--- src/rtl/piradma_mm2s_burst_sched_if.sv ---
// Descriptor-in / read-command-out bundle for the MM2S burst scheduler.
// slave  : scheduler side (accepts descriptors, issues commands, receives rdone)
// master : environment side (supplies descriptors, accepts commands, pulses rdone)
// Signals: desc_tvalid/desc_tready/desc_base/desc_len, cmd_tvalid/cmd_tready/
//          cmd_addr/cmd_len/cmd_last, rdone, desc_done, busy, err.
interface piradma_mm2s_burst_sched_if #(
   parameter int unsigned ADDR_WIDTH = 32,
   parameter int unsigned LEN_WIDTH  = 32
);
   logic                  desc_tvalid;
   logic                  desc_tready;
   logic [ADDR_WIDTH-1:0] desc_base;
   logic [LEN_WIDTH-1:0]  desc_len;
   logic                  cmd_tvalid;
   logic                  cmd_tready;
   logic [ADDR_WIDTH-1:0] cmd_addr;
   logic [7:0]            cmd_len;
   logic                  cmd_last;
   logic                  rdone;
   logic                  desc_done;
   logic                  busy;
   logic                  err;

   modport slave (
      input  desc_tvalid, desc_base, desc_len, cmd_tready, rdone,
      output desc_tready, cmd_tvalid, cmd_addr, cmd_len, cmd_last,
             desc_done, busy, err
   );

   modport master (
      output desc_tvalid, desc_base, desc_len, cmd_tready, rdone,
      input  desc_tready, cmd_tvalid, cmd_addr, cmd_len, cmd_last,
             desc_done, busy, err
   );
endinterface

--- src/rtl/piradma_mm2s_burst_sched.sv ---
// MM2S burst scheduler: splits one byte-range descriptor at a time into AXI-style
// read bursts (ARLEN encoding) that never exceed MAX_BURST beats or cross a 4 KB
// boundary, throttles issue to MAX_OUTSTANDING in-flight bursts, and pulses
// desc_done once every burst of the descriptor has completed.
// Ports: aclk, aresetn (async active-low), bus (slave modport of the _if bundle).
// All outputs are registered.
module piradma_mm2s_burst_sched #(
   parameter int unsigned ADDR_WIDTH      = 32,
   parameter int unsigned LEN_WIDTH       = 32,
   parameter int unsigned DATA_BYTES      = 8,
   parameter int unsigned MAX_BURST       = 16,
   parameter int unsigned MAX_OUTSTANDING = 4
) (
   input logic                           aclk,
   input logic                           aresetn,
   piradma_mm2s_burst_sched_if.slave     bus
);

   localparam int unsigned OFF_W = $clog2(DATA_BYTES);
   localparam int unsigned CW    = (LEN_WIDTH > 13) ? LEN_WIDTH : 13;
   localparam int unsigned OW    = 4;

   typedef enum logic [1:0] {
      S_IDLE  = 2'd0,
      S_ISSUE = 2'd1,
      S_DRAIN = 2'd2
   } state_e;

   state_e                state_q, state_d;
   logic [ADDR_WIDTH-1:0] addr_q, addr_d;
   logic [LEN_WIDTH-1:0]  rem_q, rem_d;
   logic [7:0]            len_q, len_d;
   logic                  last_q, last_d;
   logic [OW-1:0]         outst_q, outst_d;
   logic                  ready_q, ready_d;
   logic                  valid_q, valid_d;
   logic                  done_q, done_d;
   logic                  busy_q, busy_d;
   logic                  err_q, err_d;

   logic                  desc_hs, cmd_hs, misaligned;
   logic [CW-1:0]         step, to4k, n_beats;

   // Next-state, datapath and registered-output decode
   always_comb begin
      state_d = state_q;
      addr_d  = addr_q;
      rem_d   = rem_q;
      outst_d = outst_q;
      err_d   = err_q;

      desc_hs    = bus.desc_tvalid && ready_q;
      cmd_hs     = valid_q && bus.cmd_tready;
      step       = CW'(len_q) + CW'(1);
      misaligned = (|(bus.desc_base & ADDR_WIDTH'(DATA_BYTES - 1))) ||
                   (|(bus.desc_len  & LEN_WIDTH'(DATA_BYTES - 1)));

      unique case (state_q)
         S_IDLE: begin
            if (desc_hs) begin
               addr_d  = bus.desc_base & ~ADDR_WIDTH'(DATA_BYTES - 1);
               rem_d   = bus.desc_len >> OFF_W;
               state_d = (rem_d != '0) ? S_ISSUE : S_DRAIN;
               if (misaligned) err_d = 1'b1;
            end
         end
         S_ISSUE: begin
            if (cmd_hs) begin
               addr_d = addr_q + (ADDR_WIDTH'(step) << OFF_W);
               rem_d  = rem_q - LEN_WIDTH'(step);
               if (rem_d == '0) state_d = S_DRAIN;
            end
         end
         S_DRAIN: begin
            if (outst_q == '0) state_d = S_IDLE;
         end
         default: state_d = S_IDLE;
      endcase

      // Simultaneous issue and completion cancel out; a stray completion is dropped.
      unique case ({cmd_hs, bus.rdone})
         2'b10:   outst_d = outst_q + OW'(1);
         2'b01: begin
            if (outst_q != '0) outst_d = outst_q - OW'(1);
            else               err_d   = 1'b1;
         end
         default: outst_d = outst_q;
      endcase

      // Next burst size from the post-update address/remaining so the command
      // fields are ready in the register the cycle they become valid.
      to4k    = (CW'(13'h1000) - CW'(addr_d[11:0])) >> OFF_W;
      n_beats = CW'(rem_d);
      if (n_beats > CW'(MAX_BURST)) n_beats = CW'(MAX_BURST);
      if (n_beats > to4k)           n_beats = to4k;
      len_d  = 8'(n_beats - CW'(1));
      last_d = (n_beats == CW'(rem_d));

      ready_d = (state_d == S_IDLE);
      busy_d  = (state_d != S_IDLE);
      valid_d = (state_d == S_ISSUE) && (outst_d < OW'(MAX_OUTSTANDING));
      done_d  = (state_d == S_DRAIN) && (outst_d == '0);
   end

   // State and output registers
   always_ff @(posedge aclk or negedge aresetn) begin
      if (!aresetn) begin
         state_q <= S_IDLE;
         addr_q  <= '0;
         rem_q   <= '0;
         len_q   <= '0;
         last_q  <= 1'b0;
         outst_q <= '0;
         ready_q <= 1'b0;
         valid_q <= 1'b0;
         done_q  <= 1'b0;
         busy_q  <= 1'b0;
         err_q   <= 1'b0;
      end else begin
         state_q <= state_d;
         addr_q  <= addr_d;
         rem_q   <= rem_d;
         len_q   <= len_d;
         last_q  <= last_d;
         outst_q <= outst_d;
         ready_q <= ready_d;
         valid_q <= valid_d;
         done_q  <= done_d;
         busy_q  <= busy_d;
         err_q   <= err_d;
      end
   end

   assign bus.desc_tready = ready_q;
   assign bus.cmd_tvalid  = valid_q;
   assign bus.cmd_addr    = addr_q;
   assign bus.cmd_len     = len_q;
   assign bus.cmd_last    = last_q;
   assign bus.desc_done   = done_q;
   assign bus.busy        = busy_q;
   assign bus.err         = err_q;

endmodule
--- src/flat_wrapper.sv ---
// flat-port wrapper written by rule: the top's interface ports become plain ports
module piradma_mm2s_burst_sched_flat 
#(
   parameter int unsigned ADDR_WIDTH      = 32,
   parameter int unsigned LEN_WIDTH       = 32,
   parameter int unsigned DATA_BYTES      = 8,
   parameter int unsigned MAX_BURST       = 16,
   parameter int unsigned MAX_OUTSTANDING = 4
)
  (aclk, aresetn, bus_desc_tvalid, bus_desc_base, bus_desc_len, bus_cmd_tready, bus_rdone, bus_desc_tready, bus_cmd_tvalid, bus_cmd_addr, bus_cmd_len, bus_cmd_last, bus_desc_done, bus_busy, bus_err);
  piradma_mm2s_burst_sched_if #(.ADDR_WIDTH(ADDR_WIDTH), .LEN_WIDTH(LEN_WIDTH)) bus_i ();
  input logic aclk;
  input logic aresetn;
  input wire logic [$bits(bus_i.desc_tvalid)-1:0] bus_desc_tvalid;
  input wire logic [$bits(bus_i.desc_base)-1:0] bus_desc_base;
  input wire logic [$bits(bus_i.desc_len)-1:0] bus_desc_len;
  input wire logic [$bits(bus_i.cmd_tready)-1:0] bus_cmd_tready;
  input wire logic [$bits(bus_i.rdone)-1:0] bus_rdone;
  output wire logic [$bits(bus_i.desc_tready)-1:0] bus_desc_tready;
  output wire logic [$bits(bus_i.cmd_tvalid)-1:0] bus_cmd_tvalid;
  output wire logic [$bits(bus_i.cmd_addr)-1:0] bus_cmd_addr;
  output wire logic [$bits(bus_i.cmd_len)-1:0] bus_cmd_len;
  output wire logic [$bits(bus_i.cmd_last)-1:0] bus_cmd_last;
  output wire logic [$bits(bus_i.desc_done)-1:0] bus_desc_done;
  output wire logic [$bits(bus_i.busy)-1:0] bus_busy;
  output wire logic [$bits(bus_i.err)-1:0] bus_err;
  assign bus_i.desc_tvalid = bus_desc_tvalid;
  assign bus_i.desc_base = bus_desc_base;
  assign bus_i.desc_len = bus_desc_len;
  assign bus_i.cmd_tready = bus_cmd_tready;
  assign bus_i.rdone = bus_rdone;
  assign bus_desc_tready = bus_i.desc_tready;
  assign bus_cmd_tvalid = bus_i.cmd_tvalid;
  assign bus_cmd_addr = bus_i.cmd_addr;
  assign bus_cmd_len = bus_i.cmd_len;
  assign bus_cmd_last = bus_i.cmd_last;
  assign bus_desc_done = bus_i.desc_done;
  assign bus_busy = bus_i.busy;
  assign bus_err = bus_i.err;
  piradma_mm2s_burst_sched #(.ADDR_WIDTH(ADDR_WIDTH), .LEN_WIDTH(LEN_WIDTH), .DATA_BYTES(DATA_BYTES), .MAX_BURST(MAX_BURST), .MAX_OUTSTANDING(MAX_OUTSTANDING)) u_core (.aclk(aclk), .aresetn(aresetn), .bus(bus_i));
endmodule
--- config.mk ---
export PLATFORM = sky130hd
export DESIGN_NAME = piradma_mm2s_burst_sched_flat
export DESIGN_NICKNAME = d
export VERILOG_FILES = /design/src/rtl/piradma_mm2s_burst_sched_if.sv /design/src/rtl/piradma_mm2s_burst_sched.sv /design/src/flat_wrapper.sv
export SDC_FILE = /design/constraint.sdc
export NUM_CORES = 1
export LEC_CHECK = 0
export ABC_AREA = 1
export CAP_MARGIN = 0
export CORE_ASPECT_RATIO = 0.9
export CORE_MARGIN = 10
export CORE_UTILIZATION = 56
export CTS_BUF_LIST = sky130_fd_sc_hd__clkbuf_16
export CTS_CLUSTER_DIAMETER = 60
export DETAILED_ROUTE_END_ITERATION = 12
export PLACE_DENSITY = 0.82
export SLEW_MARGIN = 20
export SYNTH_ARGS = -nofsm -noshare
export SYNTH_HDL_FRONTEND = slang
export SYNTH_SLANG_ARGS = --single-unit
--- constraint.sdc ---
create_clock -name aclk -period 6.4 [get_ports aclk]
set_clock_uncertainty 0.15 [all_clocks]
set_input_delay 0.96 -clock aclk [delete_from_list [all_inputs] [get_ports aclk]]
set_output_delay 0.96 -clock aclk [all_outputs]
set_load 0.005 [all_outputs]
Word-level counts from Yosys, hierarchy flattened
Index checks and enable logic that the tools add are counted.
W data, S select, Z words.
- register bits after elaboration: 84
- latch bits: 0
- memory bits (writable): 0
- memory bits (read-only): 0
- bits of input ports: 69
- output and inout bits: 46
- logic and storage cells: 69
- memories kept: 0
- add/subtract/negate cells: 7
- multipliers: 0
- div/mod/pow operators: 0
- order comparisons: 3
- equal/unequal tests: 9
- shifts and indexed selects: 0
- multiplexer cells: 21
- bitwise logic cells: 0
- reduce and logical (&&, ||, !) cells: 17
- operators by type and width (kind ; count):
    $mux W32 ; 6
    $pmux W32 S2 ; 2
    $add A32 B32 Y32 ; 1
    $eq A32 B32 Y1 ; 1
    $gt A32 B29 Y1 ; 1
    $gt A32 B5 Y1 const B ; 1
    $logic_not A32 Y1 ; 1
    $reduce_bool A32 Y1 ; 1
    $sub A32 B32 Y32 ; 1
    $sub A13 B12 Y14 const A ; 1
    $mux W2 ; 5
    $add A8 B1 Y9 const B ; 1
    $logic_not A4 Y1 ; 2
    $pmux W4 S2 ; 1
    $sub A8 B1 Y8 const B ; 1
    $eq A2 B1 Y1 const B ; 3
    $eq A2 B2 Y1 const B ; 3
    $pmux W2 S3 ; 1
    $reduce_or A3 Y1 ; 2
    $mux W1 ; 5
    $add A4 B1 Y4 const B ; 1
    $logic_and A1 B1 Y1 ; 4
    $logic_not A2 Y1 ; 2
    $lt A4 B3 Y1 const B ; 1
    other kinds (7) ; 9

Depth between registers and ports, before layout
- depth after elaboration: 9
- mapped depth: 45
- depth with buffers taken out: 44

Worst setup path before layout
OpenSTA, ideal clock, no wires.
- kind: reg2reg
- from: register u_core.len_q[0], in the netlist u_core.bus.cmd_len[0]
- to: register u_core.len_q[6], in the netlist u_core.bus.cmd_len[6]
- library setup time: 0.117 ns
- data arrival time: 4.479 ns
- setup slack: 1.653 ns
- cell stages (with the launch flop): 40
- buffers on the path: 1
- clock period less this slack: 4.747 ns
- cell sequence: dfrtp_1 > ha_1 > nand3_1 > inv_1 > nand3_1 > xor2_1 > ha_1 > nand2_1 > inv_1 > a21oi_1 > nand2_1 > nand2_2 > nand3_1 > nand3_1 > nand2_1 > o21ai_2 > nand2_1 > nor2_1 > [4 not listed] > ha_1 > inv_1 > nor2_1 > nor2_1 > o21ai_0 > nand2_1 > o211ai_1 > nand2_1 > nand2_1 > nand2_1 > inv_1 > buf_1 > nand2_1 > nand2_2 > ha_1 > nand3_1 > nand2_1 > nand2_1
- longest elaborated chain between the ends: 9
- elaborated cells on any way between the ends: 13
- classes of those cells: 5 x add/sub; 2 x order compare; 6 x mux
- ends and longest elaborated chain (item ; RTL line ; RTL):
    start: declaration ; piradma_mm2s_burst_sched.sv:32 ; logic [7:0] len_q, len_d;
    start signal: assignment ; piradma_mm2s_burst_sched.sv:123 ; len_q <= len_d;
    $add A8 B1 Y9 * ; piradma_mm2s_burst_sched.sv:54 ; step = CW'(len_q) + CW'(1);
    $sub A32 B32 Y32 ; piradma_mm2s_burst_sched.sv:70 ; rem_d = rem_q - LEN_WIDTH'(step);
    $mux W32 ; piradma_mm2s_burst_sched.sv:68 ; if (cmd_hs) begin
    $pmux W32 S2 ; piradma_mm2s_burst_sched.sv:58 ; unique case (state_q)
    $gt A32 B5 Y1 ; piradma_mm2s_burst_sched.sv:94 ; if (n_beats > CW'(MAX_BURST)) n_beats = CW'(MAX_BURST);
    $mux W32 ; piradma_mm2s_burst_sched.sv:94 ;
    $gt A32 B29 Y1 ; piradma_mm2s_burst_sched.sv:95 ; if (n_beats > to4k) n_beats = to4k;
    $mux W32 * ; piradma_mm2s_burst_sched.sv:95 ;
    $sub A8 B1 Y8 * ; piradma_mm2s_burst_sched.sv:96 ; len_d = 8'(n_beats - CW'(1));
    net u_core.len_d[6] ; piradma_mm2s_burst_sched.sv:32 ;
Mark *: on every way through the listed nets, which the timed path passes. The rest lies on a longest branch. The select of a mux whose other input is x is not followed.
A chain may end at the register's enable or synchronous reset.

Worst setup path in the final report
- from: register u_core.len_q[0], in the netlist u_core.bus.cmd_len[0]
- to: register u_core.last_q, in the netlist u_core.bus.cmd_last
- longest elaborated chain between the ends: 9
- elaborated cells on any way between the ends: 13
- classes of those cells: 4 x add/sub; 2 x order compare; 1 x eq/ne; 6 x mux
- ends and longest elaborated chain (item ; RTL line ; RTL):
    $add A8 B1 Y9 * ; piradma_mm2s_burst_sched.sv:54 ;
    $sub A32 B32 Y32 * ; piradma_mm2s_burst_sched.sv:70 ;
    $mux W32 * ; piradma_mm2s_burst_sched.sv:68 ;
    $pmux W32 S2 * ; piradma_mm2s_burst_sched.sv:58 ;
    net u_core.rem_d[27] ; piradma_mm2s_burst_sched.sv:31 ; logic [LEN_WIDTH-1:0] rem_q, rem_d;
    $gt A32 B5 Y1 ; piradma_mm2s_burst_sched.sv:94 ;
    $mux W32 ; piradma_mm2s_burst_sched.sv:94 ;
    $gt A32 B29 Y1 ; piradma_mm2s_burst_sched.sv:95 ;
    $mux W32 ; piradma_mm2s_burst_sched.sv:95 ;
    $eq A32 B32 Y1 * ; piradma_mm2s_burst_sched.sv:97 ; last_d = (n_beats == CW'(rem_d));
    net u_core.last_d ; piradma_mm2s_burst_sched.sv:33 ; logic last_q, last_d;
    end signal: assignment ; piradma_mm2s_burst_sched.sv:124 ; last_q <= last_d;
    end: declaration ; piradma_mm2s_burst_sched.sv:33 ;
Marked as above.

==> impl_metrics.env <==
export IMPL_regToRegSetupSlack_ns=0.68
export IMPL_drtIter0Drc=1020
export IMPL_diodes=0
export IMPL_ff2ff_path_depth=41
export IMPL_timing_rr_end="u_core.bus.cmd_last"
export IMPL_critPathMaxStageDelay_ns=0.40
export IMPL_tritoncts="built"
export IMPL_timing_final_crit_period_ns=5.72
export IMPL_grt_max_degree=64
export IMPL_antenna_found_initial=0
export IMPL_htreeDepth=3
export IMPL_finalSetupViolations=0
export IMPL_die_area_sq_um=18500
export IMPL_yosysSeqAreaShare_pct=27.9
export IMPL_synth_top_cell_area_share_pct=27.9
export IMPL_synthFlopType="dfrtp_1"
export IMPL_first_pass_iters=6
export IMPL_routed_wl_microns=26800
export IMPL_core_area_sq_um=13300
export IMPL_yosysTopAreaCell="dfrtp_1"
export IMPL_hold_buffers=0
export IMPL_grt_ovfl_total=0
export IMPL_drive_gt1_share_pct=6.89
export IMPL_cts_root_buf="clkbuf_16"
export IMPL_layout_common_cells="nand2_1 (362), inv_1 (155), nor2_1 (127)"
export IMPL_synthesis_area_sq_um=7530
export IMPL_hold_path_class="flop to flop"
export IMPL_cp_required_ns=6.50
export IMPL_drt_antenna_violating_nets=0
export IMPL_min_period_over_period_pct=89.4
export IMPL_grtUsageTotal_pct=28.8
export IMPL_drc=0
export IMPL_areaGrowthSynthToFinish_pct=21.1
export IMPL_relSlewSlack_pct=45.9
export IMPL_total_power_uw=5250
export IMPL_whs_ns=0.314
export IMPL_syn_inst=1176
export IMPL_slowest_stage="dfrtp_1"
export IMPL_cts_buffers=9
export IMPL_io_buffer_count=114
export IMPL_hold_violations=0
export IMPL_yosysWarnings=0
export IMPL_register_area_sq_um=2100
export IMPL_outcome="complete, no violations"
export IMPL_routabilityCongestion=1.03
export IMPL_rsz0062_at_grt="no"
export IMPL_irDropWorstVdd_v=0.000342
export IMPL_startpoint_type="flop"
export IMPL_path_max_fanout=11
export IMPL_worst_skew_pair_late_latency_ns=0.35
export IMPL_mostFrequentLayoutCell="nand2_1"
export IMPL_ys_seq_elements=84
export IMPL_synth_edf_count=0
export IMPL_timing_setup_tns_ns=0
export IMPL_viasPerCell=5.78
export IMPL_arrival_ns=5.82
export IMPL_die_h_microns=130
export IMPL_clk_pin_slew_ns=0.06
export IMPL_clk_path_buf_depth=2
export IMPL_powerDensity_nw_per_um2=576
export IMPL_start_util_pct=56.8
export IMPL_p_leak_uw=0.00454
export IMPL_async_flop_share_pct=100
export IMPL_nets=1394
export IMPL_postCtsSetupRepairBufs=0
export IMPL_std_cell_rows=40
export IMPL_dp_hpwl_microns=21700
export IMPL_multiInputGateArea_sq_um=4690
export IMPL_clock_sinks=84
export IMPL_r2r_start="u_core.bus.cmd_len[0]"
export IMPL_grt_pass1_vias=7834
export IMPL_slew_violations=0
export IMPL_synth_distinct_cells=51
export IMPL_cts_repair_resize_count=0
export IMPL_grt_pass1_wl_microns=42300
export IMPL_startpoint="u_core.bus.cmd_len[0]"
export IMPL_avgSynthCellArea_sq_um=6.40
export IMPL_vias=8443
export IMPL_crit_path_end="u_core.bus.cmd_last"
export IMPL_nFillCells=1199
export IMPL_worst_slew_pin_slew_ns=0.812
export IMPL_fmax_mhz=175
export IMPL_die_width_microns=142
export IMPL_end_kind="flop"
export IMPL_criticalPathCategory="flop to flop"
export IMPL_wl_per_cell_microns=18.4
export IMPL_cap_violations=0
export IMPL_ioPinCount=115
export IMPL_synth_area_leaders="dfrtp_1 (28%), nand2_1 (18%), inv_1 (7.7%), nand3_1 (7.4%), nor2_1 (6.3%)"
logic make-up (layout without fill, tap and decap cells):
logic type	after synthesis	count (layout)	share of synthesized area, %
compound gates	128	128	11.1
xor+xnor	20	20	2.33
fa+ha+maj	36	36	6.18
buf+inv	195	307	9.99
flops	84	84	27.9
other cells	1	5	0.0498
simple gates	712	712	42.4
critical path, delay by kind of cell, from the launching register on:
family                     cells  cell delay, ns
xor gates and xnor gates       1            0.36
and+or+nand+nor               29            3.07
DFF                            1            0.40
buffers and inverters          5            0.52
AOI/OAI and AO/OA              3            0.37
adders and majority gates      3            0.74
stage by stage:
step,instances,setup slack [ns],util [%],area [sq um]
6_report,1460,0.676,68.7,9110
5_1_grt,1460,0.0124,68.7,9110
4_1_cts,1460,0.786,68.7,9110
3_5_place_dp,1446,0.604,66.6,8830
3_3_place_gp,1446,0.736,66.6,8830
2_1_floorplan,1180,1.65,-,7540
registers in the layout, summed over array words and instances (netlist names):
register                cells
u_core.bus.cmd_len          8
u_core.bus.cmd_last         1
u_core.bus.desc_done        1
u_core.bus.cmd_addr        32
u_core.bus.cmd_tvalid       1
u_core.bus.err              1
u_core.bus.busy             1
u_core.outst_q              4
u_core.bus.desc_tready      1
u_core.rem_q               32
u_core.state_q              2
worst min-delay path by stage:
stage / start / endpoint / slack (ns) / cells past startpoint
3_5_place_dp: u_core.bus.err / u_core.bus.err / 0.30 / 2
2_1_floorplan: u_core.bus.err / u_core.bus.err / 0.31 / 2
6_report: u_core.bus.err / u_core.bus.err / 0.31 / 2
3_3_place_gp: u_core.bus.err / u_core.bus.err / 0.29 / 2
4_1_cts: u_core.bus.err / u_core.bus.err / 0.31 / 2
5_1_grt: u_core.bus.err / u_core.bus.err / 0.34 / 2
cell usage after synthesis (5+ instances only):
master / count
xor2_1: 17
clkbuf_1: 7
nand3_1: 111
nand2_1: 362
a21oi_1: 32
o211ai_1: 11
o221ai_1: 6
nor2_4: 8
a22oi_1: 17
nor2_1: 127
buf_2: 8
nor3_1: 10
inv_2: 15
o21ai_1: 9
inv_1: 155
o21ai_0: 24
dfrtp_1: 84
nor4_1: 11
nand4_1: 36
nand3_2: 8
buf_1: 5
ha_1: 34
a221oi_1: 10
nor2_2: 12
nand2_2: 12
per-layer routing:
layer  vias up  part of all wire (%)  track usage, %
li1       4068                     -               -
met1      3815                    42            39.3
met2       515                    43            43.8
met3        45                    13            8.94
met4         0                   1.8            6.61
met5         -                     0               0
where the power goes:
part	total [uW]	switching, uW	internal, uW	leakage [uW]
logic	3690	2420	1270	0.00336
registers	1060	294	762	0.00105
clock network	509	213	296	0.000133
total	5250	2920	2330	0.00454
area by class of cell:
type | count | area share, %
Clock inverter | 5 | 0.604
Multi-Input combinational cell | 901 | 51.5
Inverter | 174 | 7.19
Tap cell | 168 | 2.31
Clock buffer | 9 | 2.47
Timing Repair Buffer | 119 | 12.9
Sequential cell | 84 | 23.1
(Power assumes the default switching activity.)
